--- src/rtl/l1_l2_arbiter.sv ---
// Purpose: serialise I-cache and D-cache line misses onto the single L2 port, round-robin on conflict.
// Latency: L2 request 1 cycle after the L1 request is sampled; L1 resp 1 cycle after l2_resp.
// Backpressure: requests are level-held until resp; the loser of a conflict stays pending and is served next.
module l1_l2_arbiter #(
  parameter int ADDR_WIDTH  = 16,
  parameter int LINE_WIDTH  = 128,
  parameter int OFFSET_BITS = 4
) (
  input  logic                  clk,
  input  logic                  reset_n,
  input  logic                  i_read,
  input  logic [ADDR_WIDTH-1:0] i_address,
  output logic [LINE_WIDTH-1:0] i_rdata,
  output logic                  i_resp,
  input  logic                  d_read,
  input  logic                  d_write,
  input  logic [ADDR_WIDTH-1:0] d_address,
  input  logic [LINE_WIDTH-1:0] d_wdata,
  output logic [LINE_WIDTH-1:0] d_rdata,
  output logic                  d_resp,
  output logic                  l2_read,
  output logic                  l2_write,
  output logic [ADDR_WIDTH-1:0] l2_address,
  output logic [LINE_WIDTH-1:0] l2_wdata,
  input  logic [LINE_WIDTH-1:0] l2_rdata,
  input  logic                  l2_resp,
  output logic [15:0]           i_grant_cnt,
  output logic [15:0]           d_grant_cnt
);

  typedef enum logic [1:0] {IDLE, L2_BUSY, RESPOND, RECOVER} state_t;

  // Clears the line offset so the L2 always sees a line-aligned address.
  localparam logic [ADDR_WIDTH-1:0] ADDR_MASK =
    ~((ADDR_WIDTH'(1) << OFFSET_BITS) - ADDR_WIDTH'(1));

  state_t                  state;
  logic                    last_grant;  // 0 = I-cache, 1 = D-cache
  logic                    gnt_d;       // side owning the current transaction
  logic                    op_write;    // current transaction is a writeback
  logic [LINE_WIDTH-1:0]   line_buf;

  logic                    i_req;
  logic                    d_req;
  logic                    pick_d;
  logic                    pick_wr;
  logic [ADDR_WIDTH-1:0]   pick_addr;
  logic [LINE_WIDTH-1:0]   resp_line;

  // Grant selection: a lone requester wins; on conflict the side not granted last time wins.
  always_comb begin
    i_req     = i_read;
    d_req     = d_read | d_write;
    pick_d    = d_req & (~i_req | ~last_grant);
    pick_wr   = pick_d & d_write;
    pick_addr = (pick_d ? d_address : i_address) & ADDR_MASK;
    // Writes return the untouched buffer; reads return the fresh L2 line.
    resp_line = op_write ? line_buf : l2_rdata;
  end

  // Arbitration FSM with all outputs registered.
  always_ff @(posedge clk or negedge reset_n) begin
    if (!reset_n) begin
      state       <= IDLE;
      last_grant  <= 1'b1;
      gnt_d       <= 1'b0;
      op_write    <= 1'b0;
      line_buf    <= '0;
      i_rdata     <= '0;
      i_resp      <= 1'b0;
      d_rdata     <= '0;
      d_resp      <= 1'b0;
      l2_read     <= 1'b0;
      l2_write    <= 1'b0;
      l2_address  <= '0;
      l2_wdata    <= '0;
      i_grant_cnt <= '0;
      d_grant_cnt <= '0;
    end else begin
      i_resp <= 1'b0;
      d_resp <= 1'b0;
      case (state)
        IDLE: begin
          if (i_req || d_req) begin
            gnt_d      <= pick_d;
            op_write   <= pick_wr;
            l2_read    <= ~pick_wr;
            l2_write   <= pick_wr;
            l2_address <= pick_addr;
            l2_wdata   <= pick_d ? d_wdata : '0;
            // Only a real conflict moves the round-robin pointer.
            if (i_req && d_req) last_grant <= pick_d;
            if (pick_d) begin
              if (d_grant_cnt != 16'hFFFF) d_grant_cnt <= d_grant_cnt + 16'd1;
            end else begin
              if (i_grant_cnt != 16'hFFFF) i_grant_cnt <= i_grant_cnt + 16'd1;
            end
            state <= L2_BUSY;
          end
        end
        L2_BUSY: begin
          if (l2_resp) begin
            l2_read  <= 1'b0;
            l2_write <= 1'b0;
            if (!op_write) line_buf <= l2_rdata;
            if (gnt_d) begin
              d_resp  <= 1'b1;
              d_rdata <= resp_line;
            end else begin
              i_resp  <= 1'b1;
              i_rdata <= resp_line;
            end
            state <= RESPOND;
          end
        end
        RESPOND: state <= RECOVER;
        RECOVER: state <= IDLE;
        default: state <= IDLE;
      endcase
    end
  end

endmodule

--- config.mk ---
export PLATFORM = sky130hd
export DESIGN_NAME = l1_l2_arbiter
export DESIGN_NICKNAME = d
export VERILOG_FILES = /design/src/rtl/l1_l2_arbiter.sv
export SDC_FILE = /design/constraint.sdc
export NUM_CORES = 1
export LEC_CHECK = 0
export BUFFER_PORTS_ARGS = -buffer_cell sky130_fd_sc_hd__clkbuf_2
export CORE_AREA = 5 5 280 282
export CTS_CLUSTER_DIAMETER = 200
export DETAILED_ROUTE_END_ITERATION = 7
export DIE_AREA = 0 0 285 287
export PLACE_DENSITY_LB_ADDON = 0.3
export REMOVE_ABC_BUFFERS = 1
export SLEW_MARGIN = 20
export SYNTH_ARGS = -nofsm -noshare
export SYNTH_HDL_FRONTEND = slang
export SYNTH_SLANG_ARGS = --single-unit
--- constraint.sdc ---
create_clock -name clk -period 2.2 [get_ports clk]
set_clock_uncertainty 0.05 [all_clocks]
set_input_delay 0.22 -clock clk [delete_from_list [all_inputs] [get_ports clk]]
set_output_delay 0.22 -clock clk [all_outputs]
set_load 0.01 [all_outputs]
# Yosys cells after proc, flatten, opt, wreduce, memory -nomap -nowiden
# Cells that the tools add are included.
# classes
addsub	2
eq_ne	7
mux	17
bitwise_logic	9
reduce_logical	13
# ops
operator	count
2-to-1 mux 128 bit	2
adder 16 x 1 -> 16 bit, second input constant	2
inequality test 16 bit, second input constant	2
2-to-1 mux 16 bit	1
AND reduction 3 bit	4
2-to-1 mux 1 bit	9
one-hot mux 2 bit (4 select lines)	1
AND reduction 4 bit	2
AND reduction 2 bit	3
NOT 1 bit	5
== test 2 bit, second input constant	2
2-to-1 mux 2 bit	2
inequality test 2 bit, second input constant	2
one-hot mux 1 bit (2 select lines)	2
bitwise AND 1 bit	2
== test 2 x 1 -> 1 bit, second input constant	1
zero test 2 bit	1
OR 1 bit	2
nonzero test 2 bit	1
logical AND 1 bit	1
logical OR 1 bit	1
# word_totals
regBits	565
in_bits	294
out_inout_bits	436

# Logic depth before layout (Yosys ltp)
# logic_depth
ltp_word	7
depth_mapped	10
mapped_depth_nobuf	6

# Least setup slack after synthesis
# OpenSTA, ideal clock, no wires.
# synth_path
path_type	register to register
start	register state[0]
end	register i_grant_cnt[1]
t_arrival_ps	1642
required_time_ps	2025
setup_slack_ps	383
path_stages_with_launch	8
period_less_slack_ps	1817
path_cell_list	dfrtp_1 > inv_1 > ha_1 > buf_2 > and2_1 > nand2_1 > nor2_1 > mux2_2
# synth_via
elab_chain_len	2
# synth_lines
element	line_no	text
start, declared	37	state_t state;
start signal, assigned	64	state <= IDLE;
start signal, assigned	98	state <= L2_BUSY;
start signal, assigned	113	state <= RESPOND;
zero test 2 bit	82	case (state)
AND reduction 4 bit (no source line)	--	
end signal, assigned	96	if (i_grant_cnt != 16'hFFFF) i_grant_cnt <= i_grant_cnt + 16'd1;
end, declared	27	output logic [15:0] i_grant_cnt,
# Every way passes these cells.
# A chain may end at the register's enable or synchronous reset.

# Worst setup path after layout
# layout_path
start	register state[1]
end	register l2_wdata[76]
# layout_via
elab_chain_len	2
# layout_lines
element	line_no	text
zero test 2 bit	82	
AND reduction 2 bit (no source line)	--	
end signal, assigned	90	l2_wdata <= pick_d ? d_wdata : '0;
end, declared	24	output logic [LINE_WIDTH-1:0] l2_wdata,
# Every way passes these cells.

==> impl_results.md <==
* Hold Crit Class: input port to register
* PortBufs at 717
* Filler Cells Inserted at 6982
* RSZ-0062 raised after global routing: false
* CORE AREA at 75440 um^2
* Largest family of logic cells by synthesized area: multiplexers
* Number of synthesized register bits at 565
* RR Startpoint: state[1]
* Crit path kind: register to register
* Sw frac at 35.34%
* Proportion of layout cells with a drive suffix above 1 at 36.45%
* Mapped Area at 22010 um^2
* Number of global-route vias before repair at 19095
* Routed WL at 73820 um
* Post-synthesis adder-cell area fraction at 0.2843%
* CTS resizes at 0
* Worst Path Buf+Inv at 3
* I/O pins at 730
* Failing checks: DRC
* Psw at 0.01588 W
* Int Pwr at 0.02904 W
* Hold path endpoint: last_grant
* Syn Inst Count at 1761
* Crit-path cells: inv_1, ha_1, buf_4, and2_4, buf_12, a22o_1
* Slew Viols, Final at 0
* Cell variety after synth at 48
* Final worst setup slack at 273.0 ps
* Status: finished with violations
* CP max-delay cell: dfrtp_1
* Clk_lat worst skew at 590 ps
* Non-filler cells, final at 3814
* CTS Sinks at 565
* Total power at 0.04492 W
* Placer Congestion at 0.8924
* Layout net count at 3082
* Post-synthesis mux area share at 12.49%
* Clock transition at the registers of the reported paths at 60 ps
* Max rail drop VDD at 0.7578 mV
* Worst Setup Start Kind: register
* Hold Violations, Final at 0
* Die width at 285 um
* Count of standard-cell rows at 101
* Comb power frac at 36.0%
* Worst slew pin tran at 551.5 ps
* Largest net degree at the start of global routing at 81
* Min Clock Period, post-route at 1927 ps
* Slowest Stage Delay on Critical Path at 390 ps
* Yosys warning count at 0
* Crit path required time at 2660 ps
* R2R depth at 6
* Number of remaining DRC errors at 2
* Top Family by Delay on Critical Path: buffers and inverters
* Setup violators final at 0
* Max-cap violations at 0
* Chip Height at 287 um
* Leakage at 16.18 nW
* Via density per instance at 4.665
* H-Tree Depth at 3
* Clock Tree Root: clkbuf_16
* CP Capture Type: register
* Initial core utilization at 29.17%
* Max FO, Critical Path at 67
* Syn-to-layout area delta at 46.80%
* Peak Freq at 519.0 MHz
* Post-detailed-route wirelength per cell at 19.35 um
* Post-synthesis xor/xnor area fraction at 1.154%
* Hold Path Stages at 3
* CTS tree: built
* Antenna Nets Post-Route at 0
* Final cycle utilization of the critical path at 87.59%
* DRT Pass-1 Iters at 8
* Power share of the sequential group at 39.0%
* Synth Area in Simple Gates at 6.890%
* Mean area per synthesized cell at 12.50 um^2
* Asr flop ratio synth at 100.0%
* Most common flop cell mapped by yosys: dfrtp_1
* Die Area at 81800 um^2
* Worst slew margin at 63.23%
* Worst R2R End: l2_wdata[76]
* First-pass GRT wire length at 112000 um
* Final HPWL from detailed placement at 52420 um
* Dpl ws at 306.8 ps
* Clock Power Share at 25.0%
* Initial antenna violation count at 4
* CTS Buf Count at 67
* Compound-gate portion of the synthesized area at 12.01%
* GR Util All Layers at 17.27%
* Total gr overflow at 0
* Post-synthesis sequential area ratio at 64.25%
* Pwr dens at 1390 nW/um^2
* Clock Path Buffers at 3
* DP Cell Count at 3406
* CP arrival at 2390 ps
* Hold Crit Start: d_read
* Reg-to-reg setup timing slack at 270 ps
* Post-synth EDFFs at 0
* Total number of vias at 17791
* First DRT Iteration DRCs at 938
-- power by group through the flow --
stage,Combinational (W),Sequential (W),Clock (W)
after floorplan,0.00676,0.0189,0
after global placement,0.0155,0.0174,0
after detailed placement,0.0159,0.0176,0
after CTS,0.0164,0.0175,0.0116
after global routing,0.0176,0.0180,0.0121
final,0.0162,0.0175,0.0112
-- cell type report --
| class | instances | area (um^2) | share of cell area [%] |
|---|---|---|---|
| antenna | 5 | 12.51 | 0.03873 |
| clock buffer | 104 | 2019 | 6.250 |
| clock inverter | 13 | 234.0 | 0.7242 |
| inverter | 17 | 63.81 | 0.1975 |
| timing repair buffer | 1075 | 7352 | 22.76 |
| tap | 978 | 1224 | 3.787 |
| sequential | 565 | 14140 | 43.78 |
| multi-input combinational | 1057 | 7259 | 22.47 |
-- cells in the final DEF, fill, tap and decap left out, drive strengths merged, types with 5 or more instances in the layout --
master and count:
nor4 11, nand4 10, nand3 10, xor2 28, buf 73, dfrtp 564
a22o 128, clkbuf 820, a222oi 12, nor3 15, o21ai 262, ha 5
a21oi 5, nand2 275, mux2 130, dlygate4sd3 286, bufinv 5, mux2i 128
diode 5, inv 21, nor2 6
-- per-stage QoR --
stage               cell area (um^2)  hold slack (ps)  util (%)  setup TNS [ps]
detailed placement             27180            187.5     36.03               0
global route                   32310            43.66     42.82               0
finish                         32310            62.71     42.82               0
floorplan                      21440           -125.6         -        -1549750
CTS                            32300            8.079     42.81               0
global placement               27180            186.3     36.03               0
-- flip-flops by register name, summed over array words and instances, names as in the netlist, 2 cells and up --
signal / cells
l2_wdata: 128
d_grant_cnt: 16
i_grant_cnt: 16
i_rdata: 128
l2_address: 12
state: 2
line_buf: 128
d_rdata: 128
-- metal layers --
metal	GRT usage, %	vias to the layer above	part of all wire (%)
li1	-	8257	-
met1	19.36	8741	37
met2	30.58	618	51
met3	4.711	175	6.7
met4	8.159	0	5.1
met5	0	-	0
-- worst max path at each step --
| stage | start | endpoint | depth (start not counted) |
|---|---|---|---|
| 2_1_floorplan | op_write | line_buf[0] | 2 |
| 6_report | state[1] | l2_wdata[76] | 6 |
| 3_5_place_dp | state[1] | d_rdata[104] | 7 |
| 5_1_grt | state[1] | d_rdata[119] | 7 |
| 3_3_place_gp | state[1] | d_rdata[82] | 7 |
| 4_1_cts | state[1] | d_rdata[104] | 7 |
-- what timing repair did --
action | 4_1_cts | 5_1_grt
setup buffers | 0 | 0
hold buffers | 286 | 0
hold endpoints to repair | 907 | 0
-- tightest hold or removal path, cell delays in order --
cell and delay (ps):
clkbuf_2 170, o21ai_0 150, xnor2_1 150
-- Yosys cell counts, types with 2 or more instances --
cell | count | area share [%]
o21ai_0 | 255 | 5.8
buf_2 | 68 | 1.5
inv_1 | 17 | 0.29
nor3b_1 | 3 | 0.10
nor3_1 | 15 | 0.34
nor2_1 | 5 | 0.085
and2_1 | 4 | 0.11
and3_1 | 2 | 0.057
nor4_1 | 9 | 0.26
nand3_1 | 10 | 0.23
buf_1 | 3 | 0.051
a21oi_1 | 5 | 0.11
ha_1 | 5 | 0.28
mux2i_1 | 128 | 5.8
and4_1 | 3 | 0.12
a222oi_1 | 12 | 0.55
xor2_1 | 28 | 1.1
or2_2 | 2 | 0.057
buf_4 | 4 | 0.14
a22o_1 | 128 | 5.1
nand2_1 | 275 | 4.7
nand4_1 | 8 | 0.23
or2_1 | 2 | 0.057
mux2_2 | 129 | 6.6
o21ai_1 | 7 | 0.16
clkbuf_1 | 49 | 0.84
dfrtp_1 | 564 | 64
-- cells by family (layout without fill, tap and decap cells) --
group | count (synthesis) | count (layout)
multiplexers | 258 | 258
flip-flops | 565 | 565
buffers and inverters | 142 | 1209
XOR/XNOR | 29 | 29
other | 1 | 9
AND/OR/NAND/NOR | 348 | 348
AO/OA/AOI/OAI | 413 | 413
adder cells (fa/ha/maj) | 5 | 5
Note: power is estimated with default switching activity, not from simulation.
